==> src/rtl/pcileech_ft601_rx_buf.sv <==
// FT601 receive buffer: pairs incoming 32-bit dwords into 64-bit words
// ({second, first}), drops filler and stale half-pairs, and queues the
// pairs in a first-word-fall-through FIFO with overflow/drop accounting.
module pcileech_ft601_rx_buf #(
  parameter int DEPTH        = 16,
  parameter int PAIR_TIMEOUT = 255
) (
  input  logic                     clk,
  input  logic                     rst_n,
  input  logic [31:0]              din,
  input  logic                     din_valid,
  output logic [63:0]              dout,
  output logic                     dout_valid,
  input  logic                     dout_ready,
  output logic [$clog2(DEPTH):0]   rx_level,
  output logic                     overflow,
  output logic [7:0]               drop_cnt,
  input  logic                     clr_status,
  input  logic                     led_state_invert,
  output logic                     led_state_rxdata
);

  localparam int              AW       = $clog2(DEPTH);
  localparam logic [AW:0]     FULL_LVL = (AW+1)'(DEPTH);
  localparam logic [7:0]      TMO_LAST = 8'(PAIR_TIMEOUT - 1);
  localparam logic [31:0]     FILLER   = 32'h6666_5555;

  typedef enum logic {IDLE, HALF} state_t;

  // Saturating 8-bit add used for the drop counter.
  function automatic logic [7:0] sat_add8(input logic [7:0] a, input logic [7:0] b);
    logic [8:0] s;
    s = {1'b0, a} + {1'b0, b};
    return s[8] ? 8'hFF : s[7:0];
  endfunction

  state_t          state;
  logic [31:0]     lo_reg;
  logic [7:0]      tmo_cnt;
  logic            rst_sync_p0, rst_sync_p1;
  logic [63:0]     mem [DEPTH];
  logic [AW-1:0]   wr_ptr, rd_ptr;
  logic [AW:0]     count;

  logic            acc_vld;
  logic            push_req, push_ok, push_rej, pop, tmo_drop;
  logic [63:0]     push_word;
  logic [7:0]      drop_inc, drop_base;

  // Reset release is resynchronised so input is ignored for two edges.
  always_ff @(posedge clk or negedge rst_n) begin
    if (!rst_n) begin
      rst_sync_p0 <= 1'b0;
      rst_sync_p1 <= 1'b0;
    end else begin
      rst_sync_p0 <= 1'b1;
      rst_sync_p1 <= rst_sync_p0;
    end
  end

  assign acc_vld   = din_valid & rst_sync_p1;
  assign push_req  = (state == HALF) & acc_vld;
  assign push_word = {din, lo_reg};
  assign tmo_drop  = (state == HALF) & ~acc_vld & (tmo_cnt == TMO_LAST);
  assign dout_valid = (count != '0);
  assign pop       = dout_valid & dout_ready;
  assign push_ok   = push_req & ((count != FULL_LVL) | pop);
  assign push_rej  = push_req & ~push_ok;
  assign drop_inc  = {6'd0, push_rej, tmo_drop};
  assign drop_base = clr_status ? 8'd0 : drop_cnt;
  assign dout      = dout_valid ? mem[rd_ptr] : 64'd0;
  assign rx_level  = count;

  // Pairing FSM: hold the low dword, then complete or time it out.
  always_ff @(posedge clk or negedge rst_n) begin
    if (!rst_n) begin
      state   <= IDLE;
      lo_reg  <= 32'd0;
      tmo_cnt <= 8'd0;
    end else begin
      case (state)
        IDLE: begin
          if (acc_vld && din != FILLER) begin
            lo_reg  <= din;
            tmo_cnt <= 8'd0;
            state   <= HALF;
          end
        end
        HALF: begin
          if (acc_vld) begin
            state <= IDLE;
          end else if (tmo_drop) begin
            state <= IDLE;
          end else begin
            tmo_cnt <= tmo_cnt + 8'd1;
          end
        end
        default: state <= IDLE;
      endcase
    end
  end

  // FIFO storage; contents are don't-care until written.
  always_ff @(posedge clk) begin
    if (push_ok) mem[wr_ptr] <= push_word;
  end

  // FIFO pointers and occupancy.
  always_ff @(posedge clk or negedge rst_n) begin
    if (!rst_n) begin
      wr_ptr <= '0;
      rd_ptr <= '0;
      count  <= '0;
    end else begin
      if (push_ok) wr_ptr <= wr_ptr + 1'b1;
      if (pop)     rd_ptr <= rd_ptr + 1'b1;
      case ({push_ok, pop})
        2'b10:   count <= count + 1'b1;
        2'b01:   count <= count - 1'b1;
        default: count <= count;
      endcase
    end
  end

  // Sticky status; an event in the same cycle as a clear wins.
  always_ff @(posedge clk or negedge rst_n) begin
    if (!rst_n) begin
      overflow <= 1'b0;
      drop_cnt <= 8'd0;
    end else begin
      overflow <= push_rej | (overflow & ~clr_status);
      drop_cnt <= sat_add8(drop_base, drop_inc);
    end
  end

  // Registered activity LED with selectable polarity.
  always_ff @(posedge clk or negedge rst_n) begin
    if (!rst_n) led_state_rxdata <= 1'b0;
    else        led_state_rxdata <= led_state_invert ^ dout_valid;
  end

endmodule

==> config.mk <==
export PLATFORM = sky130hd
export DESIGN_NAME = pcileech_ft601_rx_buf
export DESIGN_NICKNAME = d
export VERILOG_FILES = /design/src/rtl/pcileech_ft601_rx_buf.sv
export SDC_FILE = /design/constraint.sdc
export NUM_CORES = 1
export LEC_CHECK = 0
export ABC_AREA = 1
export BUFFER_PORTS_ARGS = -buffer_cell sky130_fd_sc_hd__buf_2
export CORE_UTILIZATION = 25
export DETAILED_ROUTE_END_ITERATION = 12
export PLACE_DENSITY = 0.48
export SLEW_MARGIN = 20
export SYNTH_ARGS = -nofsm -noshare
export SYNTH_HDL_FRONTEND = slang
export SYNTH_SLANG_ARGS = --single-unit
==> constraint.sdc <==
create_clock -name clk -period 3.88 [get_ports clk]
set_input_delay 0.776 -clock clk [delete_from_list [all_inputs] [get_ports clk]]
set_output_delay 0.776 -clock clk [all_outputs]
set_load 0.01 [all_outputs]
After elaboration in Yosys (flattened, before gate mapping)
Memories as Yosys holds them, arrays and structs flattened.
Index checks and enable logic that the tools add are counted.
W data, S select, Z words.
- flip-flop bits (word level): 66
- memory bits (writable): 1024
- output and inout bits: 80
- logic and storage cells: 60
- memories: 1
- add/sub/neg operators: 6
- equal/unequal tests: 8
- mux-type cells: 14
- bitwise gates (word level): 15
- reductions and logical operators: 5
- memory list (memory ; words ; width ; rd ports ; clocked after Yosys merged registers in ; write ports ; line ; RTL):
    mem ; 16 ; 64 ; 1 ; 0 ; 1 ; 41 ; logic [63:0] mem [DEPTH];
- operators with widths (operator ; count):
    $mux W64 ; 1
    $mux W8 ; 5
    $ne A32 B31 Y1 const B ; 1
    $pmux W8 S2 ; 1
    $pmux W5 S2 ; 1
    $add A8 B2 Y9 ; 1
    $add A4 B1 Y4 const B ; 2
    $add A8 B1 Y8 const B ; 1
    $and A1 B1 Y1 ; 8
    $eq A8 B8 Y1 const B ; 1
    $ne A2 B2 Y1 const B ; 3
    $add A5 B1 Y5 const B ; 1
    $mux W1 ; 5
    $ne A5 B5 Y1 const B ; 1
    $reduce_bool A5 Y1 ; 1
    $sub A5 B1 Y5 const B ; 1
    $not A1 Y1 ; 4
    $reduce_and A3 Y1 ; 1
    $eq A2 B1 Y1 const B ; 1
    $eq A2 B2 Y1 const B ; 1
    $or A1 B1 Y1 ; 2
    $pmux W1 S2 ; 1
    $reduce_and A2 Y1 ; 1
    $reduce_bool A2 Y1 ; 1
    2 further kinds ; 2

Longest topological paths before layout
- word-level depth: 8
- mapped depth: 17
- mapped depth without buffers: 17

Worst setup path before layout
OpenSTA, ideal clock, no wires.
- path kind: in2reg
- start point: in din_valid
- end point: mem mem[11][0], enable pin
- arrival: 4.135 ns
- slack: -0.742 ns
- stages on the path: 6
- path buffers: 0
- cells stage by stage: nand2_1 -> nor2_1 -> inv_1 -> nor2_2 -> nand2_1 -> nor2_1
- word-level cells in the longest chain between the ends: 5
- ends and longest elaborated chain (item ; line ; RTL):
    start, declared ; 11 ; input logic din_valid,
    $and A1 B1 Y1 ; 61 ; assign acc_vld = din_valid & rst_sync_p1;
    $and A1 B1 Y1 ; 62 ; assign push_req = (state == HALF) & acc_vld;
    $and A1 B1 Y1 ; 67 ; assign push_ok = push_req & ((count != FULL_LVL) | pop);
    $mux W1 ; 105 ; if (push_ok) mem[wr_ptr] <= push_word;
    $mux W1 (implied by the code) ; 105 ;
    end, declared ; 41 ;
Every way passes these cells.

Worst setup path in the final report
- start point: reg rd_ptr[0]
- end point: out dout[45]
- word-level cells in the longest chain between the ends: 2
- ends and longest elaborated chain (item ; line ; RTL):
    start, declared ; 42 ; logic [AW-1:0] wr_ptr, rd_ptr;
    start signal, assigned ; 116 ; if (pop) rd_ptr <= rd_ptr + 1'b1;
    $mem_v2 Z16 W64 ; -- ;
    $mux W64 ; 71 ; assign dout = dout_valid ? mem[rd_ptr] : 64'd0;
    end, declared ; 12 ; output logic [63:0] dout,
Every way passes these cells.

==> impl_metrics.csv <==
group,metric,value,unit
sta,period_share,96.2,%
worst_setup_path,path_cells,"buf_4 -> buf_12 -> nor2_1 -> nor2_1 -> o21ai_0 -> nand3_1 -> nand3_1 -> a21oi_1 -> buf_2",
placement,dpl_cell_area,0.0483,mm2
clocking,cts_root_buffer,"clkbuf_16",
worst_setup_path,cp_top_family,"buffers and inverters",
pwr,power.leakage,18.2,nW
grt,grt_pass1_wl,195000,um
clocking,clock_path_buffers,3,
layout,largest_reg_flops,1024,
placement,dpl.hpwl,70400,um
placement,io_buffers,117,
run_status,status,"complete, but fails checks",
route,drc,3,
grt,grt_overflow,0,
pwr,clock_power_share,28.2,%
logic_synthesis,ys_ff_latch,1090,
job,drv_cap,0,
sta,max_freq,268,MHz
layout,diodes,0,
grt,grt_max_degree,98,
route,dr.pass1.iters,9,
layout,fill_cells,17960,
sta,relSlewSlack,36.3,%
worst_setup_path,crit_path_max_incr_delay,0.58,ns
pwr,internal-power,0.0240,W
logic_synthesis,syn_avg_cell_area,11.7,um2
route,wl_met3,7330,um
clocking,cts_tree,"done",
worst_hold_path,hold_class,"in2async",
floorplan,floorplan.initialDensity,25.2,%
worst_setup_path,cp_data_arrival_time,2.96,ns
route,drt-initial-drc-count,2402,
clocking,cts_hold_buffers,0,
worst_setup_path,critPathRequiredTime,3.10,ns
clocking,cts.sinks,1090,
logic_synthesis,seq_area_frac_synth,73.0,%
sta,hold_viol,0,
sta,fin_crit,3.73,ns
route,viasPerCell,4.52,
route,wl_met2,64500,um
floorplan,die_x,423,um
layout,drive_above_1_share,10.5,%
worst_setup_path,crit_fanout,93,
pwr,comb_power_share,34.3,%
floorplan,die_h,423,um
layout,nNetsFinal,3974,
floorplan,dieArea,0.179,mm2
logic_synthesis,async_reset_ff_share,6.06,%
worst_setup_path,start_kind,"flip-flop",
logic_synthesis,synth_cells,3797,
floorplan,pin_count,118,
clocking,htreeDepth,3,
clocking,clock_latency,0.75,ns
sta,slew_violations,0,
pwr,swShare,37.5,%
pwr,p_seq_share,37.6,%
route,final_antenna_net_count,0,
layout,layout_common_cells,"edfxtp_1, nor2_1, nand2_1",
route,num_vias,28738,
grt,grt_use_total,14.6,%
layout,fin_area,0.0522,mm2
route,top_layer,"met5",
pwr,power.total,0.0383,W
worst_setup_path,path_class,"reg2out",
placement,dpl_worst_slack,0.433,ns
layout,final_common_cell,"edfxtp_1",
sta,setup_viol,0,
sta,setup_slack,0.147,ns
worst_setup_path,slowest_stage,"dfrtp_4",
sta,tightestPinTransition,0.955,ns
sta,rsz0062_at_grt,"true",
placement,place.gp.congestion,0.749,
logic_synthesis,synth_fp_nets,3849,
logic_synthesis,synth_warnings,0,
pwr,p_per_area,735,mW/mm2
run_status,failed_checks,"design-rule violations",
sta,skew,0.0520,ns
logic_synthesis,synth_ff_type,"edfxtp_1",
clocking,clk_pin_slew,0.06,ns
pwr,switching_power,0.0144,W
logic_synthesis,yosysUniqueCellTypes,30,
clocking,cts_buffers,117,
grt,grt_pass1_vias,27996,
pwr,vdd_drop_max,623,uV
route,routed_wl,134000,um
layout,syn_to_final_growth,17.5,%
worst_setup_path,critPathBufInv,3,
grt,antenna_found_initial,10,
worst_setup_path,worst_setup_path_end_kind,"primary output",
logic_synthesis,syn_area,0.0444,mm2
logic_synthesis,synth-edff-count,1024,
route,drt-met1-wl,58900,um
floorplan,core.rowCount,154,
floorplan,coreArea,0.176,mm2
route,wl_per_cell,21.0,um
## area by class of cell
cell class              instances  area (um2)  share of cell area (%)
well taps                    2340        2930                    5.61
multi-input cells            2361       10500                    20.1
inverters                     118         479                   0.919
clock inverters                71         609                    1.17
repair buffers                234        2180                    4.19
flip-flops and latches       1090       32400                    62.1
clock buffers                 147        3060                    5.87
## logic make-up (layout without fill, tap and decap cells)
logic type / Yosys count / in the layout / share of synthesized area (%)
fa+ha+maj: 14 / 14 / 0.411
other cells: 1 / 1 / 0.00845
compound gates: 518 / 518 / 6.05
xor+xnor: 15 / 15 / 0.296
buf+inv: 346 / 570 / 3.76
simple gates: 1813 / 1813 / 16.5
flops: 1090 / 1090 / 73.0
## stage by stage
stage	hold slack, ns	util (%)	cells	TNS, ns
2_1_floorplan	0.331	-	3797	-473.67
3_3_place_gp	0.339	27.4	6134	0
3_5_place_dp	0.341	27.4	6134	0
4_1_cts	0.183	29.5	6357	-0.0103
5_1_grt	0.224	29.6	6361	-0.0653
6_report	0.177	29.6	6361	0
## cells in the mapped netlist (3+ instances only)
cell,number,area [um2]
a21oi_1,65,325
buf_1,16,60.1
buf_2,72,360
buf_4,45,338
buf_6,15,169
clkbuf_1,80,300
dfrtp_1,66,1650
edfxtp_1,1024,30700
ha_1,13,163
inv_1,117,439
nand2_1,490,1840
nand3_1,395,1980
nor2_1,917,3440
nor3b_1,3,22.5
o211ai_1,34,255
o21ai_0,309,1550
o21ai_1,106,531
xnor2_1,3,26.3
xor2_1,12,105
## power by group through the flow
stage                     logic [W]  registers [W]  clock network (W)
after global routing         0.0146         0.0145             0.0115
after detailed placement     0.0131         0.0147                  0
after floorplan             0.00815         0.0143                  0
after CTS                    0.0133         0.0144             0.0111
final                        0.0131         0.0144             0.0108
after global placement       0.0131         0.0147                  0
## routing by layer
| layer | track usage (%) | vias to the layer above |
|---|---|---|
| met4 | 4.28 | 2 |
| met3 | 2.35 | 172 |
| met1 | 19.5 | 14355 |
| met2 | 24.4 | 751 |
| met5 | 0 | - |
| li1 | - | 13458 |
## worst paths after layout
check                      slack (ns)  depth (start not counted)        startpoint               end
min in group clk                 0.26                          2  led_state_invert  led_state_rxdata
setup / recovery                 0.15                          9         rd_ptr[0]          dout[45]
hold / removal                   0.18                          1             rst_n  led_state_rxdata
hold reg to reg                  0.36                          0       rst_sync_p0       rst_sync_p1
max in group asynchronous        2.96                          1             rst_n         rd_ptr[2]
setup reg to reg                 1.14                         15       rx_level[0]       rx_level[4]
## timing repair
item | 4_1_cts | 5_1_grt
resized for setup | 8 | 9
setup endpoints to repair | 9 | 20
buffers inserted | 4 | 3
gates cloned | 1 | 1
Power figures use the tool's default switching activity.
